==> src/rtl/rggen_rtl_pkg.sv <==
// Shared definitions for the rggen host interfaces: the APB-side FSM state
// encoding, the index of the error flag in the register-block status, and
// the per-lane strobe-to-mask expansion.
package rggen_rtl_pkg;

  typedef enum logic [1:0] {
    IDLE     = 2'd0,
    COMMAND  = 2'd1,
    RESPONSE = 2'd2
  } rggen_host_if_state_e;

  // Bit of the register-block status word that flags an access error.
  localparam int RGGEN_STATUS_ERROR_BIT = 0;

  // Expands one byte strobe into its 8-bit byte-lane mask.
  function automatic logic [7:0] rggen_strb_to_mask(input logic strb);
    return {8{strb}};
  endfunction

endpackage

==> src/rtl/rggen_host_if_timer.sv <==
// Response timeout counter for the host interface. It is held at zero while
// clear is high, counts while enable is high, and flags expired on the cycle
// the count reaches TIMEOUT_CYCLES-1. TIMEOUT_CYCLES=0 removes the counter
// and ties expired low.
module rggen_host_if_timer #(
  parameter int TIMEOUT_CYCLES = 0
)(
  input  logic clk,
  input  logic rst_n,
  input  logic clear,
  input  logic enable,
  output logic expired
);

  generate
    if (TIMEOUT_CYCLES == 0) begin : g_disabled
      logic unused_timer_inputs;
      assign unused_timer_inputs = ^{clk, rst_n, clear, enable};
      assign expired = 1'b0;
    end else begin : g_enabled
      localparam int COUNT_WIDTH = (TIMEOUT_CYCLES > 1) ? $clog2(TIMEOUT_CYCLES) : 1;
      localparam logic [COUNT_WIDTH-1:0] COUNT_LAST = COUNT_WIDTH'(TIMEOUT_CYCLES - 1);

      logic [COUNT_WIDTH-1:0] count_reg;

      // Count waiting cycles; holding at the last value avoids wrap-around.
      always_ff @(posedge clk or negedge rst_n) begin
        if (!rst_n) begin
          count_reg <= '0;
        end else if (clear) begin
          count_reg <= '0;
        end else if (enable && !expired) begin
          count_reg <= count_reg + 1'b1;
        end
      end

      assign expired = enable && (count_reg == COUNT_LAST);
    end
  endgenerate

endmodule

==> src/rtl/rggen_host_if_apb_timed.sv <==
// APB completer front-end for an rggen register block, with an optional
// response timeout. A setup phase latches the request, COMMAND presents it to
// the register block until it responds (or the timer expires), and RESPONSE
// drives pready for one cycle.
// Build option: RGGEN_APB_PROT_CHECK_EN rejects non-secure (pprot[1]=1)
// accesses with pslverr without issuing a command.
module rggen_host_if_apb_timed
  import rggen_rtl_pkg::*;
#(
  parameter int DATA_WIDTH          = 32,
  parameter int HOST_ADDRESS_WIDTH  = 16,
  parameter int LOCAL_ADDRESS_WIDTH = 16,
  parameter int TIMEOUT_CYCLES      = 0
)(
  input  logic                           clk,
  input  logic                           rst_n,
  input  logic [HOST_ADDRESS_WIDTH-1:0]  i_paddr,
  input  logic [2:0]                     i_pprot,
  input  logic                           i_psel,
  input  logic                           i_penable,
  input  logic                           i_pwrite,
  input  logic [DATA_WIDTH-1:0]          i_pwdata,
  input  logic [DATA_WIDTH/8-1:0]        i_pstrb,
  output logic                           o_pready,
  output logic [DATA_WIDTH-1:0]          o_prdata,
  output logic                           o_pslverr,
  output logic                           o_command_valid,
  output logic                           o_write,
  output logic                           o_read,
  output logic [LOCAL_ADDRESS_WIDTH-1:0] o_address,
  output logic [DATA_WIDTH-1:0]          o_write_data,
  output logic [DATA_WIDTH-1:0]          o_write_mask,
  input  logic                           i_response_ready,
  input  logic [DATA_WIDTH-1:0]          i_read_data,
  input  logic [1:0]                     i_status
);

  localparam int STRB_WIDTH = DATA_WIDTH / 8;

  rggen_host_if_state_e           state_reg, state_next;
  logic [LOCAL_ADDRESS_WIDTH-1:0] address_reg, address_next;
  logic                           write_reg, write_next;
  logic [DATA_WIDTH-1:0]          write_data_reg, write_data_next;
  logic [STRB_WIDTH-1:0]          strb_reg, strb_next;
  logic [DATA_WIDTH-1:0]          read_data_reg, read_data_next;
  logic                           error_reg, error_next;
  logic                           timer_expired;
  logic                           setup_phase;

  // Only the low address bits reach the register block; the error flag is
  // the only status bit consumed; pprot matters only with the check enabled.
  logic unused_inputs;
  assign unused_inputs = ^{i_paddr, i_pprot, i_status};

  assign setup_phase = i_psel && !i_penable;

  rggen_host_if_timer #(
    .TIMEOUT_CYCLES (TIMEOUT_CYCLES)
  ) u_timer (
    .clk     (clk),
    .rst_n   (rst_n),
    .clear   (state_reg != COMMAND),
    .enable  (state_reg == COMMAND),
    .expired (timer_expired)
  );

  // State and request/response registers; reset clears everything at once.
  always_ff @(posedge clk or negedge rst_n) begin
    if (!rst_n) begin
      state_reg      <= IDLE;
      address_reg    <= '0;
      write_reg      <= 1'b0;
      write_data_reg <= '0;
      strb_reg       <= '0;
      read_data_reg  <= '0;
      error_reg      <= 1'b0;
    end else begin
      state_reg      <= state_next;
      address_reg    <= address_next;
      write_reg      <= write_next;
      write_data_reg <= write_data_next;
      strb_reg       <= strb_next;
      read_data_reg  <= read_data_next;
      error_reg      <= error_next;
    end
  end

  // Next-state logic: latch on setup, wait for response or timeout, answer.
  always_comb begin
    state_next      = state_reg;
    address_next    = address_reg;
    write_next      = write_reg;
    write_data_next = write_data_reg;
    strb_next       = strb_reg;
    read_data_next  = read_data_reg;
    error_next      = error_reg;
    case (state_reg)
      IDLE: begin
        // An access phase seen without a setup phase is ignored here.
        if (setup_phase) begin
          address_next    = i_paddr[LOCAL_ADDRESS_WIDTH-1:0];
          write_next      = i_pwrite;
          write_data_next = i_pwdata;
          strb_next       = i_pstrb;
`ifdef RGGEN_APB_PROT_CHECK_EN
          if (i_pprot[1]) begin
            state_next     = RESPONSE;
            read_data_next = '0;
            error_next     = 1'b1;
          end else begin
            state_next = COMMAND;
          end
`else
          state_next = COMMAND;
`endif
        end
      end
      COMMAND: begin
        // A dropped psel aborts the transfer; a real response beats a
        // timeout landing in the same cycle.
        if (!i_psel) begin
          state_next = IDLE;
        end else if (i_response_ready) begin
          state_next     = RESPONSE;
          read_data_next = write_reg ? '0 : i_read_data;
          error_next     = i_status[RGGEN_STATUS_ERROR_BIT];
        end else if (timer_expired) begin
          state_next     = RESPONSE;
          read_data_next = '0;
          error_next     = 1'b1;
        end
      end
      RESPONSE: begin
        state_next = IDLE;
      end
      default: begin
        state_next = IDLE;
      end
    endcase
  end

  assign o_command_valid = (state_reg == COMMAND);
  assign o_write         = o_command_valid && write_reg;
  assign o_read          = o_command_valid && !write_reg;
  assign o_address       = address_reg;
  assign o_write_data    = write_data_reg;

  generate
    for (genvar gi = 0; gi < STRB_WIDTH; gi++) begin : g_mask
      assign o_write_mask[gi*8+:8] = rggen_strb_to_mask(strb_reg[gi]);
    end
  endgenerate

  assign o_pready  = (state_reg == RESPONSE);
  assign o_pslverr = o_pready && error_reg;
  assign o_prdata  = o_pready ? read_data_reg : '0;

endmodule

==> config.mk <==
export PLATFORM = sky130hd
export DESIGN_NAME = rggen_host_if_apb_timed
export DESIGN_NICKNAME = d
export VERILOG_FILES = /design/src/rtl/rggen_rtl_pkg.sv /design/src/rtl/rggen_host_if_timer.sv /design/src/rtl/rggen_host_if_apb_timed.sv
export SDC_FILE = /design/constraint.sdc
export NUM_CORES = 1
export LEC_CHECK = 0
export ABC_CLOCK_PERIOD_IN_PS = 2029
export BUFFER_PORTS_ARGS = -buffer_cell sky130_fd_sc_hd__buf_4
export CAP_MARGIN = 20
export CORE_MARGIN = 5
export CORE_UTILIZATION = 46
export DETAILED_ROUTE_END_ITERATION = 10
export PLACE_DENSITY = 0.8
export SETUP_SLACK_MARGIN = 0.3
export SLEW_MARGIN = 0
export SYNTH_ARGS = -nofsm -noshare
export SYNTH_HDL_FRONTEND = slang
export SYNTH_SLANG_ARGS = --single-unit
==> constraint.sdc <==
create_clock -name clk -period 2.03 [get_ports clk]
set_clock_uncertainty 0.05 [all_clocks]
set_input_delay 0.406 -clock clk [delete_from_list [all_inputs] [get_ports clk]]
set_output_delay 0.406 -clock clk [all_outputs]
set_load 0.005 [all_outputs]
# Yosys cells after proc, flatten, opt, wreduce, memory -nomap -nowiden
# Index checks and enable logic that the tools add are counted.
# op_classes
eq_ne	4
n_mux	6
n_reduce_logical	10
# ops
operator	count
$mux W32	2
$mux W2	3
$logic_and A1 B1 Y1	4
$pmux W2 S2	1
$reduce_and A2 Y1	2
$ne A3 B2 Y1 const B	1
$reduce_and A3 Y1	1
$eq A2 B1 Y1 const B	1
$eq A2 B2 Y1 const B	1
$logic_not A1 Y1	2
$logic_not A2 Y1	1
$ne A2 B2 Y1 const B	1
# word_totals
reg_bits	88
out_inout_bits	117

# Longest topological paths before layout
# depth
word_depth	4
ltp_mapped	4
depth_no_buf	2

# Hierarchy
# A second synthesis with hierarchy kept.
# unflattened
hier_cells	340
hier_area_um2	4217.8
# by_module_without_submodules
module	n_inst	cells_each	area_per_inst_um2	seq_area_each_um2
rggen_host_if_apb_timed	1	338	4206.5	2202.1
rggen_host_if_timer	1	2	11.3	0.0

# Worst setup path before layout
# Ideal clock, no wire load.
# synth_timing
kind	reg-to-output
startpoint	register state_reg[0]
endpoint	output port o_prdata[20]
arrival_time_ps	1041
slack_ps	533
path_stages_with_launch	4
n_path_buf	1
cell_sequence	dfrtp_1 -> nor2b_1 -> clkbuf_1 -> and2_1
# synth_via
elab_chain_cells	2
# synth_rtl
element	line	source
start: declaration	rggen_host_if_apb_timed.sv:40	rggen_host_if_state_e state_reg, state_next;
start signal: assignment	rggen_host_if_apb_timed.sv:78	state_reg <= state_next;
$eq A2 B2 Y1	rggen_host_if_apb_timed.sv:154	assign o_pready = (state_reg == RESPONSE);
named net o_pready	rggen_host_if_apb_timed.sv:24	output logic o_pready,
$mux W32	rggen_host_if_apb_timed.sv:156	assign o_prdata = o_pready ? read_data_reg : '0;
end: declaration	rggen_host_if_apb_timed.sv:25	output logic [DATA_WIDTH-1:0] o_prdata,
# The timed path passes the listed nets, and every way through them passes these cells.

# Final worst setup path
# layout_timing
startpoint	register state_reg[0]
endpoint	register address_reg[3], in the netlist o_address[3]
# layout_via
elab_chain_cells	2
# layout_rtl
element	line	source
$logic_not A2 Y1	rggen_host_if_apb_timed.sv:97	case (state_reg)
$reduce_and A2 Y1 (no line)	n/a	
end signal: assignment	rggen_host_if_apb_timed.sv:79	address_reg <= address_next;
end: declaration	rggen_host_if_apb_timed.sv:41	logic [LOCAL_ADDRESS_WIDTH-1:0] address_reg, address_next;
# No other way between the ends.
# A chain may end at the register's enable or synchronous reset.

==> metrics <==
status complete, no violations; Port Buffer Count 207; WL final 10.57 mm; syn avg cell area 14.56 µm²; combinational share of power 31.7%; count of state elements after synthesis 88; Worst Path Max Fanout 5; clk buf depth 2; Clock Sinks 88; dpl cells 576; Psw 1457 µW; reg2reg path depth 6; H-Tree Depth 3; CTS Buf Count 9; TritonCTS clock tree yes; worst skew pair latency 0.35 ns; Remaining Overflow, GRT 0; Final setup viols 0; Filler Cells Inserted 651; Seq/Total Area, Yosys 51.98%; clock share of power 21.4%; hold wc startpoint i_pstrb[0]; crit path DAT 2.01 ns; final cell count without fillers 607; CP Capture Type flip-flop; RSZ-0062 raised after global routing yes; area share of the largest cell type after synthesis 51.98%; minimum clock period after layout 1.824 ns; Crit path required time 2.21 ns; actual slew at the worst max-slew pin 0.4049 ns; row count 35; Die W 106.0 µm; max_cap viols 0; initial antenna violation count 0; Via Count 2908; Crit Path Category reg -> reg; dpl ws 0.2710 ns; DRT iter0 DRCs 78; Yosys warning total 0; Setup WS post-layout 0.2060 ns; worst hold path type in -> reg; nets 586; final setup TNS 0 ns; Cell Int Power 3800 µW; post-DP HPWL 7.426 mm; fin crit share 89.85%; pwr/cell area 853.0 nW/µm²; diodes inserted 0; Max IR drop VDD 514.1 µV; Tot GR Track Use 17.48%; area grow syn2layout 45.45%; Mapped Cells 291; number of global-route vias before repair 3043; FMAX 0.5483 GHz; Hold Violations, Final 0; Final Power 5256 µW; Net Sw Frac 27.71%; worst min-delay path endpoint strb_reg[0]; CP startpoint kind flip-flop; relative slew slack 73.01%; Final Max Tran Viols 0; R2R Setup Slk 0.21 ns; Remaining DRCs 0; I/O pins 212; hold-critical path depth 2; largest net degree at the start of global routing 51; root buffer cell clkbuf_8; Sequential Power Share 46.9%; CORE AREA 9109 µm²; largest cells by area after synthesis dfrtp_1 (52%), mux2_4 (18%), mux2_2 (9.3%), and2_1 (5.0%), buf_4 (5.0%); Leakage 0.003149 µW; Placer Congestion 0.7308; area occupied by multi-input gates 1669 µm²; Syn Nets 386; full die area 11230 µm²; layout cells sized above 1 68.35%; Synth Cell Area 4237 µm²; worst r2r src state_reg[0]; Routed WL per cell 17.42 µm; total iterations of the first detailed-routing run 4; reg2reg end o_address[3]; Reg area 2202 µm²; Netlist cell types 14; first-pass GRT wire length 15.59 mm; Yosys top cell by area dfrtp_1; Initial Util 46.51%; post-route ant nets 0; Die Y 106.0 µm; Clock transition at path regs 0.11 ns; number of vias per cell 4.791
kinds of logic (layout without fill, tap and decap cells):
family	Yosys count	count (layout)	share of synthesized area, %
DFF	88	88	51.98
muxes	86	86	27.38
and+or+nand+nor	71	71	11.16
buffers and inverters	45	250	9.273
AOI/OAI and AO/OA	1	1	0.2068
repair_timing:
item                                    in CTS  in global routing
hold buffers                                 1                  0
gates resized for setup                      4                 11
pin swaps                                    0                  1
hold endpoints to repair                    12                  0
endpoints found under the setup margin      36                 84
setup buffers                                3                  6
cloned                                       0                  5
through the flow:
step | cell area (µm²) | hold WS [ns] | util, %
global route | 6162 | 0.1952 | 67.65
detailed placement | 5722 | 0.2145 | 62.82
finish | 6162 | 0.2134 | 67.65
CTS | 5947 | 0.2027 | 65.29
floorplan | 4237 | 0.06041 | -
global placement | 5722 | 0.2124 | 62.82
worst max path at each step:
stage / to / start / cells past startpoint / slack [ns]
6_report: o_address[3] / state_reg[0] / 6 / 0.21
5_1_grt: o_prdata[4] / state_reg[0] / 4 / 0.12
4_1_cts: o_prdata[29] / state_reg[1] / 4 / 0.18
3_5_place_dp: strb_reg[2] / i_penable / 5 / 0.27
3_3_place_gp: o_write_data[22] / i_penable / 5 / 0.29
2_1_floorplan: o_prdata[20] / state_reg[0] / 3 / 0.53
synth_stat cells:
library cell and number:
and2_1 34, clkbuf_1 6, buf_12 5, nor4b_2 1
dfrtp_1 88, a31o_2 1, and2b_1 13, buf_6 5
and4b_1 1, mux2_4 51, nor2b_1 22, inv_1 1
mux2_2 35, buf_4 28
power groups by stage:
stage	logic, µW	clock network (µW)	registers, µW
floorplan	894	0	2440
global placement	1560	0	2460
detailed placement	1610	0	2490
CTS	1630	1150	2460
global route	1790	1230	2530
finish	1670	1120	2470
layer usage:
layer	wire length, µm	up-vias	global-route usage, %
li1	-	1336	-
met1	3917	1448	20.35
met2	5779	109	31.10
met3	668	15	5.039
met4	205	0	5.458
met5	0	-	0
cell type report:
type | count | area share, %
Inverter | 1 | 0.06091
Multi-Input combinational cell | 158 | 27.09
Timing Repair Buffer | 233 | 31.96
Clock inverter | 6 | 0.8325
Clock buffer | 10 | 2.071
Tap cell | 111 | 2.254
Sequential cell | 88 | 35.74
worst max-delay path, cell delays in order (launching register included):
cell	delay [ns]
dfrtp_1	0.43
buf_4	0.16
nor4b_4	0.31
buf_6	0.18
clkbuf_16	0.16
buf_8	0.12
mux2_4	0.30
placed cells by master, fill, tap and decap left out, types with 2 or more instances in the layout:
| master | synthesis | routed |
|---|---|---|
| buf_12 | 5 | 8 |
| clkbuf_8 | 0 | 9 |
| mux2_2 | 35 | 35 |
| and2_1 | 34 | 33 |
| clkinv_4 | 0 | 3 |
| mux2_4 | 51 | 51 |
| dfrtp_1 | 88 | 88 |
| clkbuf_16 | 0 | 5 |
| buf_4 | 28 | 212 |
| and2b_1 | 13 | 12 |
| buf_6 | 5 | 6 |
| nor2b_1 | 22 | 20 |
| nor2b_4 | 0 | 2 |
| inv_6 | 0 | 2 |
(Power assumes the default switching activity.)
